### src/rtl/id_ex_issue_buffer.sv
// ID/EX issue buffer: a small circular queue of decoded instructions sitting
// between decode and execute. It detects load-use hazards against buffered
// loads and the load that was just issued, and keeps stall/flush statistics.
module id_ex_issue_buffer #(
    parameter int PAYLOAD_W = 128,
    parameter int DEPTH     = 2,
    parameter int CNT_W     = 16
) (
    input  logic                 clk,
    input  logic                 Rst,
    input  logic                 hold,
    input  logic                 flush,
    input  logic                 in_valid,
    output logic                 in_ready,
    input  logic [PAYLOAD_W-1:0] in_payload,
    input  logic [4:0]           in_rd,
    input  logic [4:0]           in_rs1,
    input  logic [4:0]           in_rs2,
    input  logic                 in_regwrite,
    input  logic                 in_memread,
    input  logic                 in_uses_rs1,
    input  logic                 in_uses_rs2,
    output logic                 out_valid,
    input  logic                 out_ready,
    output logic [PAYLOAD_W-1:0] out_payload,
    output logic [4:0]           out_rd,
    output logic                 out_regwrite,
    output logic                 out_memread,
    output logic                 hz,
    output logic [CNT_W-1:0]     stall_cnt,
    output logic [CNT_W-1:0]     flush_cnt
);

    // DEPTH is a power of two, so pointers wrap naturally at PTR_W bits and
    // the occupancy count needs one extra bit to represent "full".
    localparam int PTR_W    = (DEPTH > 1) ? $clog2(DEPTH) : 1;
    localparam int OCC_W    = PTR_W + 1;
    localparam logic [OCC_W-1:0] DEPTH_C  = OCC_W'(DEPTH);
    localparam logic [PTR_W-1:0] PTR_ONE  = PTR_W'(1);
    localparam logic [OCC_W-1:0] OCC_ONE  = OCC_W'(1);
    localparam logic [CNT_W-1:0] CNT_ONE  = CNT_W'(1);
    localparam logic [CNT_W-1:0] CNT_MAX  = '1;

    // Entry storage (no reset needed: occupancy masks stale contents)
    logic [PAYLOAD_W-1:0] payload_mem  [DEPTH];
    logic [4:0]           rd_mem       [DEPTH];
    logic                 regwrite_mem [DEPTH];
    logic                 memread_mem  [DEPTH];

    // Control state
    logic [PTR_W-1:0] wr_ptr_q, wr_ptr_d;
    logic [PTR_W-1:0] rd_ptr_q, rd_ptr_d;
    logic [OCC_W-1:0] count_q, count_d;
    logic             ld_v_q, ld_v_d;
    logic [4:0]       ld_rd_q, ld_rd_d;
    logic [CNT_W-1:0] stall_cnt_q, stall_cnt_d;
    logic [CNT_W-1:0] flush_cnt_q, flush_cnt_d;

    // Derived handshake / hazard signals
    logic             empty;
    logic             full;
    logic             push;
    logic             pop;
    logic             rs1_hazard;
    logic             rs2_hazard;
    logic             rs1_ld_hit;
    logic             rs2_ld_hit;
    logic [DEPTH-1:0] entry_live;
    logic [DEPTH-1:0] rs1_hit_vec;
    logic [DEPTH-1:0] rs2_hit_vec;

    // Head-of-queue view
    logic [PAYLOAD_W-1:0] head_payload;
    logic [4:0]           head_rd;
    logic                 head_regwrite;
    logic                 head_memread;

    assign empty = (count_q == '0);
    assign full  = (count_q == DEPTH_C);

    // Per-entry liveness and load-use comparison. An entry is live when its
    // distance from the read pointer (mod DEPTH) is below the occupancy.
    generate
        for (genvar gi = 0; gi < DEPTH; gi++) begin : g_entry
            logic [PTR_W-1:0] offset;
            assign offset          = PTR_W'(gi) - rd_ptr_q;
            assign entry_live[gi]  = ({1'b0, offset} < count_q);
            assign rs1_hit_vec[gi] = entry_live[gi] && memread_mem[gi]
                                     && (rd_mem[gi] == in_rs1);
            assign rs2_hit_vec[gi] = entry_live[gi] && memread_mem[gi]
                                     && (rd_mem[gi] == in_rs2);
        end
    endgenerate

    // The load issued last cycle has not produced data yet either.
    assign rs1_ld_hit = ld_v_q && (ld_rd_q == in_rs1);
    assign rs2_ld_hit = ld_v_q && (ld_rd_q == in_rs2);

    // x0 is hardwired, so a zero source never waits on anything.
    assign rs1_hazard = in_uses_rs1 && (in_rs1 != 5'd0) && ((|rs1_hit_vec) || rs1_ld_hit);
    assign rs2_hazard = in_uses_rs2 && (in_rs2 != 5'd0) && ((|rs2_hit_vec) || rs2_ld_hit);
    assign hz         = in_valid && (rs1_hazard || rs2_hazard);

    // Acceptance is deliberately independent of out_ready: a full buffer
    // refuses even if execute is draining it this cycle.
    assign in_ready = !hold && !flush && !hz && !full;
    assign push     = in_valid && in_ready;
    assign pop      = out_valid && out_ready && !hold && !flush;

    assign head_payload  = payload_mem[rd_ptr_q];
    assign head_rd       = rd_mem[rd_ptr_q];
    assign head_regwrite = regwrite_mem[rd_ptr_q];
    assign head_memread  = memread_mem[rd_ptr_q];

    // Present the head entry, or an all-zero bubble when nothing is buffered
    always_comb begin
        out_valid    = !empty;
        out_payload  = '0;
        out_rd       = 5'd0;
        out_regwrite = 1'b0;
        out_memread  = 1'b0;
        if (!empty) begin
            out_payload  = head_payload;
            out_rd       = head_rd;
            out_regwrite = head_regwrite;
            out_memread  = head_memread;
        end
    end

    assign stall_cnt = stall_cnt_q;
    assign flush_cnt = flush_cnt_q;

    // Next-state: flush beats hold beats normal push/pop operation
    always_comb begin
        wr_ptr_d    = wr_ptr_q;
        rd_ptr_d    = rd_ptr_q;
        count_d     = count_q;
        ld_v_d      = ld_v_q;
        ld_rd_d     = ld_rd_q;
        stall_cnt_d = stall_cnt_q;
        flush_cnt_d = flush_cnt_q;

        if (flush) begin
            wr_ptr_d = '0;
            rd_ptr_d = '0;
            count_d  = '0;
            ld_v_d   = 1'b0;
            ld_rd_d  = 5'd0;
            if (flush_cnt_q != CNT_MAX) begin
                flush_cnt_d = flush_cnt_q + CNT_ONE;
            end
        end else if (!hold) begin
            if (push) begin
                wr_ptr_d = wr_ptr_q + PTR_ONE;
            end
            if (pop) begin
                rd_ptr_d = rd_ptr_q + PTR_ONE;
            end
            case ({push, pop})
                2'b10:   count_d = count_q + OCC_ONE;
                2'b01:   count_d = count_q - OCC_ONE;
                default: count_d = count_q;
            endcase

            // Track only the instruction leaving this cycle; anything older
            // has had its load data forwarded by the time it matters.
            if (pop) begin
                ld_v_d  = head_memread;
                ld_rd_d = head_rd;
            end else begin
                ld_v_d  = 1'b0;
                ld_rd_d = 5'd0;
            end

            if (hz && (stall_cnt_q != CNT_MAX)) begin
                stall_cnt_d = stall_cnt_q + CNT_ONE;
            end
        end
    end

    // Control state registers with synchronous reset
    always_ff @(posedge clk) begin
        if (Rst) begin
            wr_ptr_q    <= '0;
            rd_ptr_q    <= '0;
            count_q     <= '0;
            ld_v_q      <= 1'b0;
            ld_rd_q     <= 5'd0;
            stall_cnt_q <= '0;
            flush_cnt_q <= '0;
        end else begin
            wr_ptr_q    <= wr_ptr_d;
            rd_ptr_q    <= rd_ptr_d;
            count_q     <= count_d;
            ld_v_q      <= ld_v_d;
            ld_rd_q     <= ld_rd_d;
            stall_cnt_q <= stall_cnt_d;
            flush_cnt_q <= flush_cnt_d;
        end
    end

    // Entry write on accepted push; push is already false under hold/flush
    always_ff @(posedge clk) begin
        if (!Rst && push) begin
            payload_mem[wr_ptr_q]  <= in_payload;
            rd_mem[wr_ptr_q]       <= in_rd;
            regwrite_mem[wr_ptr_q] <= in_regwrite;
            memread_mem[wr_ptr_q]  <= in_memread;
        end
    end

endmodule

### config.mk
export PLATFORM = sky130hd
export DESIGN_NAME = id_ex_issue_buffer
export DESIGN_NICKNAME = d
export VERILOG_FILES = /design/src/rtl/id_ex_issue_buffer.sv
export SDC_FILE = /design/constraint.sdc
export NUM_CORES = 1
export LEC_CHECK = 0
export CORE_ASPECT_RATIO = 2
export CORE_UTILIZATION = 28
export CTS_CLUSTER_DIAMETER = 120
export DETAILED_ROUTE_END_ITERATION = 8
export PLACE_DENSITY_LB_ADDON = 0.15
export SLEW_MARGIN = 20
export SYNTH_ARGS = -nofsm -noshare
export SYNTH_HDL_FRONTEND = slang
export SYNTH_SLANG_ARGS = --single-unit
### constraint.sdc
create_clock -name clk -period 28.4 [get_ports clk]
set_input_delay 5.68 -clock clk [delete_from_list [all_inputs] [get_ports clk]]
set_output_delay 5.68 -clock clk [all_outputs]
set_load 0.02 [all_outputs]
; ---- After elaboration in Yosys (flattened, before gate mapping)
; Memory sizes are Yosys's and may differ from the RTL's. A register that Yosys moved wholly into a read port is not among the register bits.
; Index checks and enable logic that the tools add are counted.
; Widths: inputs -> output; s select.
[word_totals]
memories = 4
ram_bits = 270
input_bits = 153
reg_bits = 42
wordCells = 94
out_inout_bits = 170
[op_classes]
muxes = 17
bitwise = 2
add_sub_neg = 8
eq_ne = 11
n_reduce_logical = 43
magnitude_cmp = 2
[mem_list]
columns = name, depth, width, read_ports, rd_clocked_by_memory_dff, write_ports, line
row1 = payload_mem, 2, 128, 1, 1, 1, 45  ; logic [PAYLOAD_W-1:0] payload_mem [DEPTH];
row2 = rd_mem, 2, 5, 3, 1, 1, 46  ; logic [4:0] rd_mem [DEPTH];
row3 = memread_mem, 2, 1, 3, 1, 1, 48  ; logic memread_mem [DEPTH];
row4 = regwrite_mem, 2, 1, 1, 1, 1, 47  ; logic regwrite_mem [DEPTH];
[op_table]
columns = cell, n
row1 = $mux 128, 1
row2 = $add 16x1->16 const B, 2
row3 = $ne 16x16->1 const B, 2
row4 = $eq 5x5->1, 6
row5 = $logic_and 1x1->1, 22
row6 = $mux 1, 13
row7 = $mux 5, 2
row8 = $reduce_bool 5->1, 2
row9 = $reduce_and 2->1, 4
row10 = $logic_not 1->1, 6
row11 = $reduce_or 2->1, 3
row12 = $eq 2x2->1 const B, 2
row13 = $lt 1x2->1, 2
row14 = $pmux 2 s2, 1
row15 = $logic_or 1x1->1, 3
row16 = $reduce_and 3->1, 1
row17 = $add 1x1->1 const B, 2
row18 = $add 2x1->2 const B, 1
row19 = $eq 2x1->1 const B, 1
row20 = $logic_not 2->1, 1
row21 = $not 1->1, 2
row22 = $reduce_bool 2->1, 1
row23 = $sub 1x1->1 const A, 2
row24 = $sub 2x1->2 const B, 1

; ---- Depth between registers and ports, before layout
[logic_depth]
depth_word = 16
depth_mapped = 11
mapped_depth_nobuf = 10

; ---- Least setup slack after synthesis
; OpenSTA, ideal clock, no wires.
[synth_timing]
path_kind = input to register
from = in in_rs1[0]
to = mem memread_mem[1] (enable)
required_time_ns = 27.577
path_slack_ns = 11.136
path_buffers = 0
setup_ns = 0.823
t_arrival_ns = 16.441
path_stages = 5
cell_sequence = or4_1 o21ai_0 a31o_2 nand3_1 nor3b_1
[synth_via]
elab_chain_len = 14
elab_cells_between_ends = 20
classes_between = 3 x eq/ne / 2 x mux / 15 x reduce/logical
[synth_lines]
columns = item, line
row1 = "start, declared", 17  ; input logic [4:0] in_rs1,
row2 = $eq 5x5->1, 89  ; && (rd_mem[gi] == in_rs1);
row3 = $logic_and 1x1->1, 89
row4 = $reduce_or 2->1, 100  ; assign rs1_hazard = in_uses_rs1 && (in_rs1 != 5'd0) && ((|rs1_hit_vec) || rs1_ld_hit);
row5 = $logic_or 1x1->1, 100
row6 = $logic_and 1x1->1 *, 100
row7 = $logic_or 1x1->1 *, 102  ; assign hz = in_valid && (rs1_hazard || rs2_hazard);
row8 = $logic_and 1x1->1 *, 102
row9 = $logic_not 1->1 *, 106  ; assign in_ready = !hold && !flush && !hz && !full;
row10 = $logic_and 1x1->1 * (2 in a row), 106
row11 = $logic_and 1x1->1 *, 107  ; assign push = in_valid && in_ready;
row12 = $logic_and 1x1->1 *, 204  ; if (!Rst && push) begin
row13 = $mux 1 *, 204
row14 = $mux 1 (not written as such) *, 208  ; memread_mem[wr_ptr_q] <= in_memread;
row15 = "end, declared", 48
; Every way passes the cells marked *; elsewhere a longest branch is shown, timed or not.

; ---- Worst setup path after layout
[layout_timing]
from = in in_rs1[1]
to = out hz
[layout_via]
elab_chain_len = 7
elab_cells_between_ends = 13
classes_between = 3 x eq/ne / 10 x reduce/logical
[layout_lines]
columns = item, line
row1 = $eq 5x5->1, 89
row2 = $logic_and 1x1->1, 89
row3 = $reduce_or 2->1, 100
row4 = $logic_or 1x1->1, 100
row5 = $logic_and 1x1->1 *, 100
row6 = $logic_or 1x1->1 *, 102
row7 = $logic_and 1x1->1 *, 102
row8 = "end, declared", 29  ; output logic hz,
; Marked as above.

==> key figures <==
Timing
  – Slew headroom: 35.7%
  – RSZ-0062 raised after global routing: no
  – Setup Skew: 0.00788 ns
  – Fin. max-slew vios: 0
  – Fmax: 71.1 MHz
  – Setup violators final: 0
  – Tightest Pin Transition: 0.964 ns
  – Final Critical Period: 14.06 ns
  – Crit share post-route: 49.5%
  – Final hold vios: 0
  – Setup WS post-layout: 14.34 ns
  – Post-route setup TNS: 0 ns

Hold path
  – Min-Delay Path Class: register to register
  – Hold Path Cell Cnt: 2

Clocking
  – Post-CTS Hold Buffers: 0
  – Cells resized by post-CTS repair: 0
  – Post-CTS Setup Bufs: 0
  – CTS buffer count: 30
  – Clk_lat worst skew: 0.57 ns
  – H-tree depth: 1
  – CTS root buffer: clkbuf_16
  – CTS tree: done
  – CTS clock-pin slew for the worst setup and hold paths: 0.06 ns
  – CTS Buffer Depth: 3
  – CTS sink cnt: 313

Worst setup path
  – Crit Path Max Fanout: 18
  – Worst Reg-to-Reg Cells: 8
  – Worst Setup Path Type: input port to primary output
  – Worst Setup End Kind: primary output
  – Setup crit start kind: input port
  – CP arrival: 8.38 ns
  – Critical Path RT: 22.72 ns

Job
  – Max cap viols: 0

Floorplan
  – Chip Height: 301 um
  – Full die area: 45500 um2
  – I/O Pins: 323
  – Core box area: 44100 um2
  – Die Wd: 151 um
  – Initial core utilization: 28.4%
  – Std cell rows: 109

Final layout
  – Reg area: 8970 um2
  – Final net count: 1341
  – Area of the multi-input gates: 3380 um2
  – Number of fill cells: 4228
  – Area Overhead vs Synth: 38.8%
  – Share of cells above drive strength 1: 5.96%
  – Final Util: 39.4%
  – Final Cell Area: 17400 um2

Synthesis
  – Seq cells post-synth: 313
  – Synthesis Warnings: 0
  – Post-synthesis sequential area ratio: 71.7%
  – Syn Std Cell Area: 12500 um2
  – Cells after Synth: 861
  – Syn nets: 1017
  – Library cells used by synthesis: 37
  – Syn Area/Cell: 14.5 um2

Place
  – DP Worst Slack: 14.32 ns
  – Final RePlAce weighted congestion: 0.803
  – Post-DP HPWL: 23600 um
  – PortBufs: 322
  – DP Area: 16400 um2

Global routing
  – All-layer global routing usage: 14.9%
  – Vias in the first global route: 8444
  – Grt ovf: 0
  – Initial antenna violation count: 7
  – First-pass GRT wire length: 50100 um
  – Largest net degree at the start of global routing: 79

Drt
  – Wirelength per Cell: 19.4 um
  – DR iter-0 viols: 257
  – Vias per Instance: 4.53
  – Post-DRT Antenna Nets: 0
  – DRC Markers: 0
  – Detailed Route WL: 34300 um
  – DRT Pass-1 Iters: 4
  – Vias: 8004

Pwr
  – Power per Cell Area: 54.7 nW/um2
  – Peak supply drop: 51.5 uV
  – Leak: 5.45 nW

Outcome
  – Outcome: finished clean
==> sequential cells by signal, indices dropped and copies added (netlist names), named ones only <==
register	count
regwrite_mem	2
rd_mem	10
memread_mem	2
flush_cnt	16
wr_ptr_q	1
ld_rd_q	5
stall_cnt	16
payload_mem	256
rd_ptr_q	1
ld_v_q	1
count_q	2
==> metrics by stage <==
step / total power, mW / hold WS [ns] / std cells
after floorplan: 0.529 / 0.483 / 861
after global placement: 0.559 / 0.478 / 1708
after detailed placement: 0.560 / 0.509 / 1708
after CTS: 0.968 / 0.523 / 1764
after global routing: 0.984 / 0.562 / 1768
final: 0.950 / 0.518 / 1768
==> cell usage after synthesis (all sizes together) <==
cell type | n | share of area [%]
edfxtp | 270 | 65
a21bo | 1 | 0.13
nor2b | 11 | 0.55
nor2 | 176 | 5.3
ha | 3 | 0.30
clkinv | 1 | 0.030
xor2 | 32 | 2.2
or4 | 12 | 0.72
and4 | 2 | 0.14
or3 | 2 | 0.10
nor3b | 1 | 0.060
o21ai | 6 | 0.24
buf | 20 | 0.64
nand2b | 1 | 0.050
mux2i | 136 | 11
dfxtp | 43 | 6.9
o31ai | 4 | 0.24
a21oi | 15 | 0.60
nand2 | 12 | 0.36
and3 | 9 | 0.45
or2 | 1 | 0.050
mux2 | 9 | 0.81
a31o | 3 | 0.21
nor3 | 12 | 0.48
nand3 | 19 | 0.76
nand4 | 14 | 0.70
and2 | 2 | 0.10
and2b | 1 | 0.060
clkbuf | 21 | 0.63
nor4 | 2 | 0.10
inv | 2 | 0.060
o31a | 1 | 0.070
xnor2 | 17 | 1.2
==> worst max-delay path, stage by stage <==
cell and delay [ns]:
clkdlybuf4s50_1 0.59, xnor2_1 0.16, nand3_1 0.11, or4_1 0.51, a31o_2 0.24, a21bo_4 0.28
clkinv_1 0.15, clkdlybuf4s50_1 0.66
==> cells in the final DEF (no fill, tap or decap), types with 14 or more instances in the layout <==
cell type        count
edfxtp_1           270
nand4_1             14
xnor2_1             17
clkdlybuf4s50_1    322
mux2i_1            136
a21oi_1             15
xor2_1              32
clkbuf_16           31
dfxtp_1             42
nand3_1             19
nor2_1             175
==> worst paths after layout <==
check,start,endpoint,slack (ns)
max reg2reg,count_q[0],payload_mem[1][56],24.97
min reg2reg,flush_cnt[15],flush_cnt[15],0.52
min,flush_cnt[15],flush_cnt[15],0.52
max,in_rs1[1],hz,14.34
==> per-layer routing <==
metal  global-route usage, %  part of all wire (%)
met5                       0                  0.12
met4                    7.19                   3.7
met3                    3.74                   6.7
met2                    28.7                    56
met1                    14.3                    33
==> cell type report <==
class                      count  area share (%)
clock inverter                22            1.11
sequential                   313            51.7
inverter                       3          0.0649
timing repair buffer         333            19.0
multi-input combinational    504            19.5
tap                          555            4.00
clock buffer                  34            4.54
antenna                        4          0.0577
==> where the power goes <==
part,leakage [nW],internal (mW),total (mW),switching (mW)
Clock,0.477,0.226,0.400,0.174
Combinational,2.18,0.0257,0.0443,0.0186
Sequential,2.79,0.503,0.505,0.00165
==> cells by family (layout without fill, tap and decap cells) <==
| group | after synthesis | count (layout) | share of synthesized area (%) |
|---|---|---|---|
| DFF | 313 | 313 | 71.7 |
| and+or+nand+nor | 277 | 277 | 9.97 |
| adders and majority gates | 3 | 3 | 0.300 |
| other | 0 | 4 | 0 |
| xor gates and xnor gates | 49 | 49 | 3.43 |
| muxes | 145 | 145 | 11.7 |
| buffers and inverters | 44 | 392 | 1.36 |
| AOI/OAI and AO/OA | 30 | 30 | 1.49 |
(Power assumes the default switching activity.)
